## config.mk

```make
export PLATFORM = sky130hd
export DESIGN_NAME = fetch_unit
export DESIGN_NICKNAME = d
export VERILOG_FILES = /design/src/rtl/fetch_unit_pkg.sv /design/src/rtl/fetch_unit_pc_reg.sv /design/src/rtl/fetch_unit.sv
export SDC_FILE = /design/constraint.sdc
export NUM_CORES = 1
export LEC_CHECK = 0
export BUFFER_PORTS_ARGS = -buffer_cell sky130_fd_sc_hd__buf_2
export CAP_MARGIN = 5
export CORE_ASPECT_RATIO = 1.5
export CORE_MARGIN = 2
export CORE_UTILIZATION = 48
export CTS_CLUSTER_SIZE = 30
export DETAILED_ROUTE_END_ITERATION = 10
export PLACE_DENSITY = 0.77
export SYNTH_ARGS = -nofsm -noshare
export SYNTH_HDL_FRONTEND = slang
export SYNTH_SLANG_ARGS = --single-unit
```

## constraint.sdc

```tcl
create_clock -name clk -period 2.6 [get_ports clk]
set_clock_uncertainty 0.05 [all_clocks]
set_input_delay 0.26 -clock clk [delete_from_list [all_inputs] [get_ports clk]]
set_output_delay 0.26 -clock clk [all_outputs]
set_load 0.01 [all_outputs]
```

## src/rtl/fetch_unit_pkg.sv

```systemverilog
// ============================================================================
// Module   : fetch_unit_pkg
// Brief    : Shared constants, fault encodings and FSM state type for the
//            RV32 instruction-fetch stage.
// Revision : 1.0
// ============================================================================
`default_nettype none

package fetch_unit_pkg;

    localparam int              XLEN       = 32;
    localparam logic [XLEN-1:0] RESET_PC   = 32'h0000_0000;
    localparam int              IMEM_BYTES = 512;

    // Highest word address that may legally be fetched.
    localparam logic [XLEN-1:0] C_PC_LAST  = XLEN'(IMEM_BYTES - 4);

    localparam logic [1:0] FC_NONE     = 2'd0;
    localparam logic [1:0] FC_MISALIGN = 2'd1;
    localparam logic [1:0] FC_RANGE    = 2'd2;

    typedef enum logic [0:0] {
        ST_RUN  = 1'b0,
        ST_HALT = 1'b1
    } state_t;

    // Misalignment takes precedence over range when both apply.
    function automatic logic [1:0] fault_check(input logic [XLEN-1:0] pc);
        if (pc[1:0] != 2'b00) begin
            return FC_MISALIGN;
        end else if (pc > C_PC_LAST) begin
            return FC_RANGE;
        end else begin
            return FC_NONE;
        end
    endfunction

endpackage

`default_nettype wire

```

## src/rtl/fetch_unit_pc_reg.sv

```systemverilog
// ============================================================================
// Module   : fetch_unit_pc_reg
// Brief    : Program counter with next-PC mux (reset / redirect / hold / +4).
// Revision : 1.0
// ============================================================================
`default_nettype none

module fetch_unit_pc_reg
    import fetch_unit_pkg::*;
(
    input  logic            clk,
    input  logic            reset,
    input  logic            i_load,
    input  logic [XLEN-1:0] i_target,
    input  logic            i_hold,
    output logic [XLEN-1:0] o_pc
);

    logic [XLEN-1:0] r_pc;
    logic [XLEN-1:0] w_pc_next;

    always_comb begin
        w_pc_next = r_pc + XLEN'(4);
        if (i_load) begin
            w_pc_next = i_target;
        end else if (i_hold) begin
            w_pc_next = r_pc;
        end
    end

    always_ff @(posedge clk) begin
        if (reset) begin
            r_pc <= RESET_PC;
        end else begin
            r_pc <= w_pc_next;
        end
    end

    assign o_pc = r_pc;

endmodule

`default_nettype wire

```

## src/rtl/fetch_unit.sv

```systemverilog
// ============================================================================
// Module   : fetch_unit
// Brief    : RV32 instruction-fetch stage: PC, fault halt FSM, IF/ID register.
// Revision : 1.0
// ============================================================================
`default_nettype none

module fetch_unit
    import fetch_unit_pkg::*;
(
    input  logic            clk,
    input  logic            reset,
    input  logic            stall,
    input  logic            redirect_valid,
    input  logic [XLEN-1:0] redirect_target,
    output logic [XLEN-1:0] imem_addr,
    input  logic [31:0]     imem_data,
    output logic            if_valid,
    output logic [XLEN-1:0] if_pc,
    output logic [XLEN-1:0] if_pc_plus4,
    output logic [31:0]     if_instr,
    output logic            halted,
    output logic [1:0]      fault_cause,
    output logic [31:0]     fetch_count
);

    state_t          r_state;
    state_t          w_state_next;

    logic [XLEN-1:0] w_pc;
    logic [1:0]      w_fc;
    logic            w_run;
    logic            w_redirect;
    logic            w_fault_take;
    logic            w_advance;

    logic            r_if_valid;
    logic [XLEN-1:0] r_if_pc;
    logic [XLEN-1:0] r_if_pc_plus4;
    logic [31:0]     r_if_instr;
    logic [1:0]      r_fault_cause;
    logic [31:0]     r_fetch_count;

    // Cycle priority in RUN: redirect > fault > stall > advance.
    assign w_fc         = fault_check(w_pc);
    assign w_run        = (r_state == ST_RUN);
    assign w_redirect   = w_run & redirect_valid;
    assign w_fault_take = w_run & ~redirect_valid & (w_fc != FC_NONE);
    assign w_advance    = w_run & ~redirect_valid & (w_fc == FC_NONE) & ~stall;

    fetch_unit_pc_reg u_pc_reg (
        .clk      (clk),
        .reset    (reset),
        .i_load   (w_redirect),
        .i_target (redirect_target),
        .i_hold   (~w_advance),
        .o_pc     (w_pc)
    );

    always_ff @(posedge clk) begin
        if (reset) begin
            r_state <= ST_RUN;
        end else begin
            r_state <= w_state_next;
        end
    end

    always_comb begin
        w_state_next = r_state;
        if (w_fault_take) begin
            w_state_next = ST_HALT;
        end
    end

    always_ff @(posedge clk) begin
        if (reset) begin
            r_if_valid    <= 1'b0;
            r_if_pc       <= '0;
            r_if_pc_plus4 <= '0;
            r_if_instr    <= '0;
            r_fault_cause <= FC_NONE;
            r_fetch_count <= '0;
        end else if (w_redirect) begin
            r_if_valid    <= 1'b0;
        end else if (w_fault_take) begin
            r_if_valid    <= 1'b0;
            r_fault_cause <= w_fc;
        end else if (w_advance) begin
            r_if_valid    <= 1'b1;
            r_if_pc       <= w_pc;
            r_if_pc_plus4 <= w_pc + XLEN'(4);
            r_if_instr    <= imem_data;
            r_fetch_count <= r_fetch_count + 32'd1;
        end
    end

    assign imem_addr   = w_pc;
    assign if_valid    = r_if_valid;
    assign if_pc       = r_if_pc;
    assign if_pc_plus4 = r_if_pc_plus4;
    assign if_instr    = r_if_instr;
    assign halted      = (r_state == ST_HALT);
    assign fault_cause = r_fault_cause;
    assign fetch_count = r_fetch_count;

endmodule

`default_nettype wire

```

* Word level (Yosys, flattened, before mapping) *
Index checks and enable logic that the tools add are counted.

storage, ports and cells
  bits of input ports = 68
  output and inout bits = 164
  register bits = 164
  word-level logic and storage cells = 32

operators by class
  bitwise operators = 10
  $add $sub $neg = 2
  order comparisons = 1
  reduce and logical (&&, ||, !) cells = 7
  mux-type cells = 4

operator list
  cell                                                            count
  two-way mux 32 bit                                              2
  adder 32 x 1 -> 32 bit, second input constant                   1
  adder 32 x 3 -> 32 bit, second input constant                   1
  greater-than comparator 32 x 9 -> 1 bit, second input constant  1
  nonzero test 2 bit                                              3
  AND 1 bit                                                       5
  inverter 1 bit                                                  5
  two-way mux 2 bit                                               2
  AND reduction 3 bit                                             1
  OR reduction 3 bit                                              1
  zero test 2 bit                                                 1
  AND reduction 2 bit                                             1

* Longest topological paths before layout *
Gate-level depths: netlist of the first run.

  word-level depth = 8
  gate-level depth with buffers = 7
  mapped depth without buffers = 6

* Hierarchy *
A second synthesis of the first run with hierarchy kept.

unflattened totals
  cells, all modules = 758
  area, all modules = 6,592.6 um^2

modules (own cells, without submodules)
  module             instances  cells an instance  area an instance (um^2)  sequential area each (um^2)
  fetch_unit         1          527                4,713.3                  2,602.5
  fetch_unit_pc_reg  1          231                1,879.3                  640.6

* Worst setup path before layout of the first run *
No wires, ideal clock.

  path type = reg2reg
  from = register u_pc_reg.r_pc[11] (netlist: u_pc_reg.o_pc[11])
  to = register r_fetch_count[23] (netlist: fetch_count[23])
  period minus slack after synthesis = 2,097 ps
  data required time = 2,418 ps
  slack = 503 ps
  setup time = 132 ps
  cell stages (with the launch flop) = 8
  arrival = 1,915 ps
  buffers on the path = 2
  cells stage by stage = dfxtp_1 -> nor4_2 -> nand4b_2 -> or3_4 -> buf_6 -> clkbuf_1 -> o31ai_1 -> a21oi_1

on the way
  longest elaborated chain between the ends = 7
  elaborated cells between the ends (all ways) = 10
  those cells by class = order compare: 1; mux: 2; bitwise: 4; reduce/logical: 3

ends and longest elaborated chain
  element                                                       RTL line                            source
  start, declared                                               fetch_unit_pc_reg.sv:19             logic [XLEN-1:0] r_pc;
  start signal, assigned                                        fetch_unit_pc_reg.sv:35             r_pc <= w_pc_next;
  greater-than comparator 32 x 9 -> 1 bit (*)                   fetch_unit_pkg.sv:31                end else if (pc > C_PC_LAST) begin
  two-way mux 2 bit (*)                                         fetch_unit_pkg.sv:31
  two-way mux 2 bit (*)                                         fetch_unit_pkg.sv:29                if (pc[1:0] != 2'b00) begin
  zero test 2 bit / nonzero test 2 bit (equally long branches)  fetch_unit.sv:49, fetch_unit.sv:48
  AND 1 bit, on equally long branches                           fetch_unit.sv:49, fetch_unit.sv:48
  AND 1 bit / inverter 1 bit (equally long branches)            --
  AND reduction 3 bit (no line) (*)                             --
  end signal, assigned                                          fetch_unit.sv:93                    r_fetch_count <= r_fetch_count + 32'd1;
  end, declared                                                 fetch_unit.sv:42                    logic [31:0] r_fetch_count;

Every way passes the cells marked *; elsewhere a longest branch is shown, timed or not.
A chain may end at the register's enable or synchronous reset.

* Worst setup path after layout of the first run *
  from = register u_pc_reg.r_pc[11] (netlist: u_pc_reg.o_pc[11])
  to = register r_fetch_count[11] (netlist: fetch_count[11])

The elaborated chain is that of the path after synthesis.

==> flow_summary.toml, run 1 <==
[synth]
syn_area_um2 = 5929
synth_adder_area_share_pct = 0.4220
synth-seq-cells = 162
synthDistinctLibCells = 41
synth_area_leaders = "dfxtp_1, nand2_1, a21oi_1"
synth.area.mux_share_pct = 0
yosys_warnings = 0
synthSimpleGateAreaFrac_pct = 26.44
synth-edff-count = 0
synth_compound_area_share_pct = 11.94
synth_top_area_share_pct = 54.70
ys.flop_type = "dfxtp_1"
synth_commonest_cells = "dfxtp_1, nand2_1, a21oi_1, and2_1, clkbuf_1"
syn_area_per_cell_um2 = 8.745
synth_fp_nets = 748
yosysMostFrequentCell = "dfxtp_1"
yosysSeqAreaShare_pct = 54.70
async_flop_share_pct = 0
synth_top_family_by_area = "simple AND/OR/NAND/NOR gates"
yosysTopAreaCell = "dfxtp_1"
synthCells = 678
synth_xor_area_share_pct = 2.806

[die]
core-area_um2 = 12020
die_area_um2 = 13280
fp.dieW_um = 94.75
ios = 232
fp-row-count = 49
die_y_um = 140.1
start_util_pct = 49.34

[clock_network]
cts_resized = 0
clock_path_buffers = 2
clock_latency_ns = 0.42
cts_max_level = 4
cts_inserted_buffers = 17
ctsRootBufferMaster = "clkbuf_16"
cts.clk_slew.worst_paths_ns = 0.07
cts_sinks = 162
cts_setup_buffers = 0
ctsHoldBuffers = 0
cts_tree = "yes"

[power_and_ir_drop]
p_int_uw = 4041
power_frac_clock_pct = 45.6
leakagePower_uw = 0.003421
swShare_pct = 24.77
comb_power_share_pct = 6.4
pwr_density_cell_nw_per_um2 = 687.5
p_sw_uw = 1330
pwr-share-seq_pct = 48.0
peakVddDrop_v = 0.0004854

[timing]
hold_viol_final = 0
tightest_slew_ns = 0.5005
finalSetupViolations = 0
slew_headroom_pct = 66.48
finalCriticalPeriod_ns = 2.370
hold-worst-slack_ns = 0.02009
setup_tns_ns = 0
drv_slew = 0
worst_slack_ns = 0.2296
max_freq_mhz = 421.9
fin_crit_sh_pct = 91.17
rsz0062_at_grt = "no"

[global_routing]
grt_antenna_before_repair = 2
grt_pass1_vias = 5202
grt_max_degree = 52
track_usage_pct = 23.85
grt_pass1_wl_um = 25220
gr-total-overflow = 0

[detailed_routing]
postRouteWirelength_um = 15710
vias = 5431
drc_errors = 0
dr.pass1.iters = 4
wl_per_cell_um = 14.76
drtAntennaViolNets = 0
drtIter0Drc = 147
via_per_inst = 5.104

[placed_design]
port_buffers = 231
dp.final_hpwl_um = 11090
gp_congestion = 0.8509
placed_cells = 1031
pre_cts_slack_ns = 0.2577

[layout]
layout-drive-gt1-share_pct = 31.76
num-nets-final = 967
final_util_pct = 65.01
area_growth_pct = 31.76
final_cells = 1064

[worst_setup_path]
critical_path.max_fanout = 23
crit_path_end_kind = "register"
critPathLaunchType = "register"
cp_data_arrival_time_ns = 2.66
critical_path_class = "reg -> reg"
crit_required_ns = 2.89

[status]
status = "completed"

[flow_run]
max_cap_viol_count = 0

[worst_hold_path]
hp-class = "in -> reg"
==> final timing paths <==
path | startpoint | to | slack (ns) | cells after the start
hold reg to reg | if_instr[20] | if_instr[20] | 0.40 | 2
setup reg to reg | u_pc_reg.o_pc[11] | fetch_count[11] | 0.23 | 5
setup / recovery | u_pc_reg.o_pc[11] | fetch_count[11] | 0.23 | 5
hold / removal | imem_data[5] | if_instr[5] | 0.02 | 3
==> stage by stage <==
stage / power, uW / instance area (um2)
3_5_place_dp: 2977 / 7231
4_1_cts: 5416 / 7810
6_report: 5371 / 7812
5_1_grt: 5556 / 7812
3_3_place_gp: 2972 / 7231
2_1_floorplan: 2813 / 5929
==> cell families (layout without fill, tap and decap cells) <==
group           Yosys count  count (layout)
fa+ha+maj                 2               2
flops                   162             162
other cells               0               1
simple gates            314             314
compound gates          127             127
buf+inv                  54             286
xor+xnor                 19              19
==> power groups by stage <==
stage                     combinational (uW)  sequential, uW  clock [uW]
after floorplan                          172            2640           0
after global placement                   342            2630           0
after detailed placement                 344            2630           0
after global routing                     382            2580        2590
final                                    344            2580        2450
after CTS                                345            2580        2490
==> sequential cells by signal, indices dropped and copies added, names as in the netlist <==
name           flops
fetch_count       32
if_instr          32
if_pc             32
u_pc_reg.o_pc     32
if_pc_plus4       30
fault_cause        2
halted             1
if_valid           1
==> cells in the final DEF, fill, tap and decap left out, types with 2 or more instances in the layout <==
master | synthesis | layout
a211oi_1 | 6 | 6
a21oi_1 | 88 | 88
a31oi_1 | 7 | 7
a32oi_1 | 4 | 4
and2_1 | 47 | 47
and4_1 | 3 | 3
buf_2 | 1 | 230
buf_4 | 2 | 15
clkbuf_16 | 0 | 17
clkinv_2 | 0 | 2
clkinv_4 | 0 | 2
dfxtp_1 | 162 | 162
ha_1 | 2 | 2
inv_1 | 8 | 8
inv_6 | 0 | 6
inv_8 | 0 | 2
nand2_1 | 153 | 152
nand3_1 | 24 | 24
nand4_1 | 6 | 6
nor2_1 | 27 | 25
nor3_1 | 5 | 5
nor4_1 | 12 | 12
nor4_4 | 2 | 2
o21ai_0 | 9 | 9
o31ai_1 | 11 | 11
or2_2 | 2 | 2
or3_1 | 10 | 10
or4_1 | 11 | 11
or4b_1 | 2 | 2
xnor2_1 | 14 | 14
xor2_1 | 5 | 5
==> routing by layer <==
layer | part of all wire (%) | track usage (%)
met1 | 41 | 27.72
met2 | 48 | 38.90
met3 | 7.3 | 8.284
met4 | 3.3 | 11.21
met5 | 0.083 | 0
==> worst max-delay path, stage by stage, from the launching register on <==
cell      delay [ns]
dfxtp_1         0.33
nor4_2          0.45
nand4b_2        0.26
or3_4           0.54
or4b_1          0.50
a21oi_1         0.16
==> final cells by class <==
type                    count  area (um2)
clock inverters            14       140.1
fillers                  1055        4204
clock buffers              18       439.2
flip-flops and latches    162        3243
repair buffers            246        1284
multi-input cells         462        2482
diodes                      1       2.502
inverters                   8       30.03
well taps                 153       191.4
No activity file was read; power rests on OpenSTA's default activity.
==> run 2, diff against run 1 <==
- CELL_PAD_IN_SITES_DETAIL_PLACEMENT: default -> 1
- CELL_PAD_IN_SITES_GLOBAL_PLACEMENT: default -> 1
- CORE_UTILIZATION: 48 -> 35
- PLACE_DENSITY: 0.77 -> 0.78
==> run 2 against run 1 <==
Compared with the run above: critical path depth unchanged; non-clock buffer count increased by 18; via count increased by 4.1%; design area increased by 3.2%; register-to-register slack got worse by 0.02 ns; sequential power about the same; routed wire length increased by 17%; clock power about the same; utilization decreased by 17 points; critical path type unchanged; largest cell class unchanged.
==> flow_summary.toml, run 2 (synthesis results as in run 1) <==
[worst_setup_path]
critical_path_class = "reg -> reg"
critical_path.max_fanout = 23
cp_cell_sequence = "nor4_2, nand4b_2, or3_4, or4b_1, a21oi_1"
crit_path_max_incr_delay_ns = 0.55
crit_family = "simple AND/OR/NAND/NOR gates"
cp_num_buf_inv = 0
slowest_stage = "or3_4"
reg2reg_slack_ns = 0.21
crit_path_end_kind = "register"
crit_required_ns = 2.91
cp_data_arrival_time_ns = 2.69
critPathLaunchType = "register"

[detailed_routing]
drtIter0Drc = 222
wl_met3_um = 1195
wl_met2_um = 9727
dr.pass1.iters = 4
postRouteWirelength_um = 18400
via_per_inst = 4.958
wl_per_cell_um = 16.14
wl_met1_um = 7096
vias = 5652
drc_errors = 0
drtAntennaViolNets = 0
routed.top_layer = "met4"

[global_routing]
grt_pass1_vias = 5716
grt_pass1_wl_um = 28390
grt_max_degree = 92
gr-total-overflow = 0
track_usage_pct = 20.25
grt_antenna_before_repair = 1

[power_and_ir_drop]
peakVddDrop_v = 0.0003959
power_frac_clock_pct = 45.5
pwr_density_cell_nw_per_um2 = 672.4
leakagePower_uw = 0.003502
p_sw_uw = 1448
pwr-share-seq_pct = 47.5
comb_power_share_pct = 7.1
swShare_pct = 26.71
p_int_uw = 3973

[clock_network]
cts_max_level = 4
clock_path_buffers = 2
cts.clk_slew.worst_paths_ns = 0.07
cts_inserted_buffers = 17
ctsRootBufferMaster = "clkbuf_16"
cts_sinks = 162
cts_tree = "yes"
clock_latency_ns = 0.42
cts_resized = 0

[layout]
layout-drive-gt1-share_pct = 32.11
mostFrequentLayoutCell = "buf_2"
num-nets-final = 985
area_growth_pct = 35.96
fillerInstances = 2094
multi_input_area_um2 = 2482
final_cell_mix = "buf_2, dfxtp_1, nand2_1"
seqCellArea_um2 = 3243

[timing]
hold_viol_final = 0
tightest_slew_ns = 0.5382
setup_tns_ns = 0
finalCriticalPeriod_ns = 2.388
slew_headroom_pct = 63.96
rsz0062_at_grt = "no"
hold-worst-slack_ns = 0.01903
max_freq_mhz = 418.8
drv_slew = 0
finalSetupViolations = 0
fin_crit_sh_pct = 91.84

[die]
die_y_um = 163.4
core-area_um2 = 16690
fp-row-count = 58
die_area_um2 = 18020
fp.dieW_um = 110.3
ios = 232
start_util_pct = 35.52

[flow_run]
max_cap_viol_count = 0

[status]
status = "completed"

[placed_design]
gp_congestion = 0.7788
dp.final_hpwl_um = 13060
port_buffers = 231

[worst_hold_path]
hp-class = "in -> reg"
run 2: power groups by stage:
| stage | clock network, uW | registers [uW] | logic (uW) |
|---|---|---|---|
| floorplan | 0 | 2640 | 172 |
| global placement | 0 | 2630 | 372 |
| detailed placement | 0 | 2630 | 375 |
| CTS | 2540 | 2570 | 390 |
| global route | 2630 | 2580 | 425 |
| finish | 2470 | 2570 | 382 |
run 2: final cells by class:
cell class,count,share of cell area (%)
Multi-Input combinational cell,462,30.79
Timing Repair Buffer,264,18.04
Tap cell,210,3.259
Clock buffer,17,5.277
Antenna cell,2,0.06208
Clock inverter,15,1.971
Inverter,8,0.3725
Sequential cell,162,40.23
run 2: per-layer routing:
metal,GRT usage [%],up-vias
met3,6.584,25
met5,0,-
met4,7.841,0
met2,36.28,154
met1,21.60,2698
li1,-,2775
run 2: worst paths after layout:
| kind | start | to | cells past startpoint |
|---|---|---|---|
| worst min register to register | if_instr[1] | if_instr[1] | 2 |
| worst max register to register | u_pc_reg.o_pc[11] | fetch_count[11] | 5 |
| worst max-delay path | u_pc_reg.o_pc[11] | fetch_count[11] | 5 |
| worst min-delay path | imem_data[18] | if_instr[18] | 3 |
run 2: worst min-delay path, stage by stage:
cell and delay, ns:
buf_2 0.09, nand2_1 0.05, a21oi_1 0.05
run 2: stage by stage:
stage | power [uW] | utilization, % | instances | area [um2] | worst slack (ns)
CTS | 5502 | 48.27 | 1138 | 8056 | 0.1740
global placement | 2999 | 44.23 | 1097 | 7382 | 0.2505
finish | 5421 | 48.30 | 1140 | 8061 | 0.2121
floorplan | 2813 | - | 678 | 5929 | 0.5028
global route | 5630 | 48.28 | 1139 | 8059 | 0.06250
detailed placement | 3006 | 44.23 | 1097 | 7382 | 0.1906
run 2: what timing repair did:
| action | 4_1_cts | 5_1_grt |
|---|---|---|
| buffers inserted | 0 | 0 |
| hold buffers | 9 | 0 |
| endpoints found under the hold margin | 9 | 0 |
| setup endpoints to repair | 0 | 0 |
==> run 3, diff against run 2 <==
- CORE_MARGIN: 2 -> 1
==> run 3 against run 2 <==
Compared with the run above: first-iteration DRC count down 9.5%; utilization fell by 0.11 points; global-route usage up 0.54 points; critical endpoint is now fetch_count[22]; highest routed layer unchanged.
==> flow_summary.toml, run 3 (synthesis results as in run 1) <==
[status]
status = "completed"

[die]
fp.dieW_um = 108.3
ios = 232
core-area_um2 = 16400
die_y_um = 161.4
die_area_um2 = 17480
start_util_pct = 36.15
fp-row-count = 57

[timing]
finalSetupViolations = 0
worst_slack_ns = 0.2497
tightest_slew_ns = 0.5423
drv_slew = 0
hold_viol_final = 0
finalCriticalPeriod_ns = 2.350
rsz0062_at_grt = "no"
max_freq_mhz = 425.5
slew_headroom_pct = 63.55
setup_tns_ns = 0
fin_crit_sh_pct = 90.40

[clock_network]
cts_resized = 0
clock_latency_ns = 0.42
clock_path_buffers = 2
ctsRootBufferMaster = "clkbuf_16"
cts_setup_buffers = 0
cts.clk_slew.worst_paths_ns = 0.07
cts_max_level = 4
cts_sinks = 162
cts_tree = "yes"
ctsHoldBuffers = 1
cts_inserted_buffers = 17

[flow_run]
max_cap_viol_count = 0

[layout]
final_cell_mix = "buf_2, dfxtp_1, nand2_1"
mostFrequentLayoutCell = "buf_2"
num-nets-final = 969
layout-drive-gt1-share_pct = 31.80
final_cells = 1119
area_growth_pct = 33.32

[detailed_routing]
wl_met1_um = 7111
drtIter0Drc = 201
wl_met3_um = 1139
routed.top_layer = "met4"
postRouteWirelength_um = 17900
drc_errors = 0
dr.pass1.iters = 4
wl_per_cell_um = 16.00
via_per_inst = 5.018
wl_met2_um = 9274
vias = 5615
drtAntennaViolNets = 0

[global_routing]
grt_max_degree = 49
grt_pass1_wl_um = 28480
gr-total-overflow = 0
grt_pass1_vias = 5738
grt_antenna_before_repair = 1
track_usage_pct = 20.79

[power_and_ir_drop]
power_frac_clock_pct = 45.2
p_int_uw = 3938
pwr_density_cell_nw_per_um2 = 677.4
p_sw_uw = 1417
pwr-share-seq_pct = 48.1
leakagePower_uw = 0.003428
comb_power_share_pct = 6.7
swShare_pct = 26.45
peakVddDrop_v = 0.0004270

[worst_hold_path]
worstHoldStart = "imem_data[26]"
hp-class = "in -> reg"
holdPathEnd = "if_instr[26]"
hold_depth = 3

[worst_setup_path]
crit_path_end_kind = "register"
crit_path_max_incr_delay_ns = 0.53
critical_path_class = "reg -> reg"
reg2reg_from = "u_pc_reg.o_pc[11]"
critical_path.max_fanout = 6
cp_data_arrival_time_ns = 2.66
crit_required_ns = 2.91
cp_cell_sequence = "nor4_2, nand4_1, or2_0, or4_1, a21oi_1"
slowest_stage = "nor4_2"
worst_r2r_endpoint = "fetch_count[22]"
r2r_cells = 5
critPathLaunchType = "register"
reg2reg_slack_ns = 0.25

[placed_design]
dp.final_hpwl_um = 12630
pre_cts_slack_ns = 0.2594
gp_congestion = 0.7521
port_buffers = 231
placed_cells = 1085
## run 3: cell count changes in the layout (fill, tap and decap cells not counted), sizes merged
cell	delta
buf	-8
inv	+2
clkinvlp	+1
clkinv	-3
diode	-1
dlygate4sd3	-8
## run 3: worst max path at each step
stage	end	cells after the start	startpoint
global placement	fetch_count[31]	5	u_pc_reg.o_pc[31]
detailed placement	fetch_count[11]	5	u_pc_reg.o_pc[31]
finish	fetch_count[22]	5	u_pc_reg.o_pc[11]
global route	fetch_count[11]	5	u_pc_reg.o_pc[31]
CTS	fetch_count[11]	5	u_pc_reg.o_pc[17]
floorplan	fetch_count[23]	7	u_pc_reg.o_pc[11]
## run 3: power groups by stage
stage                     logic, uW  registers [uW]  clock network [uW]
after global placement          358            2630                   0
after floorplan                 172            2640                   0
after detailed placement        362            2630                   0
after global routing            399            2580                2590
after CTS                       364            2580                2480
final                           358            2580                2420
## run 3: cell type report
cell class	instances	area, um2
fillers	2031	8498
multi-input cells	462	2482
clock inverters	15	137.6
diodes	1	2.502
inverters	8	30.03
repair buffers	248	1326
well taps	206	257.7
clock buffers	17	425.4
flip-flops and latches	162	3243
## run 3: critical path: cells and delay by family, from the launching register on
kind | cells | cell delay [ns]
DFF | 1 | 0.33
AOI/OAI and AO/OA | 1 | 0.14
and+or+nand+nor | 4 | 1.76
## run 3: per-layer routing
metal	global-route usage, %	up-vias
met5	0	-
met3	6.255	30
li1	-	2745
met2	37.93	162
met1	22.09	2678
met4	7.678	0
## run 3: stage by stage
step / cell area (um2) / hold slack [ns] / total power (uW) / util (%)
6_report: 7905 / 0.01651 / 5355 / 48.19
2_1_floorplan: 5929 / 0.3460 / 2813 / -
5_1_grt: 7905 / 0.01024 / 5575 / 48.19
3_5_place_dp: 7330 / 0.3881 / 2996 / 44.68
3_3_place_gp: 7330 / 0.3860 / 2989 / 44.68
4_1_cts: 7903 / 0.002348 / 5419 / 48.18
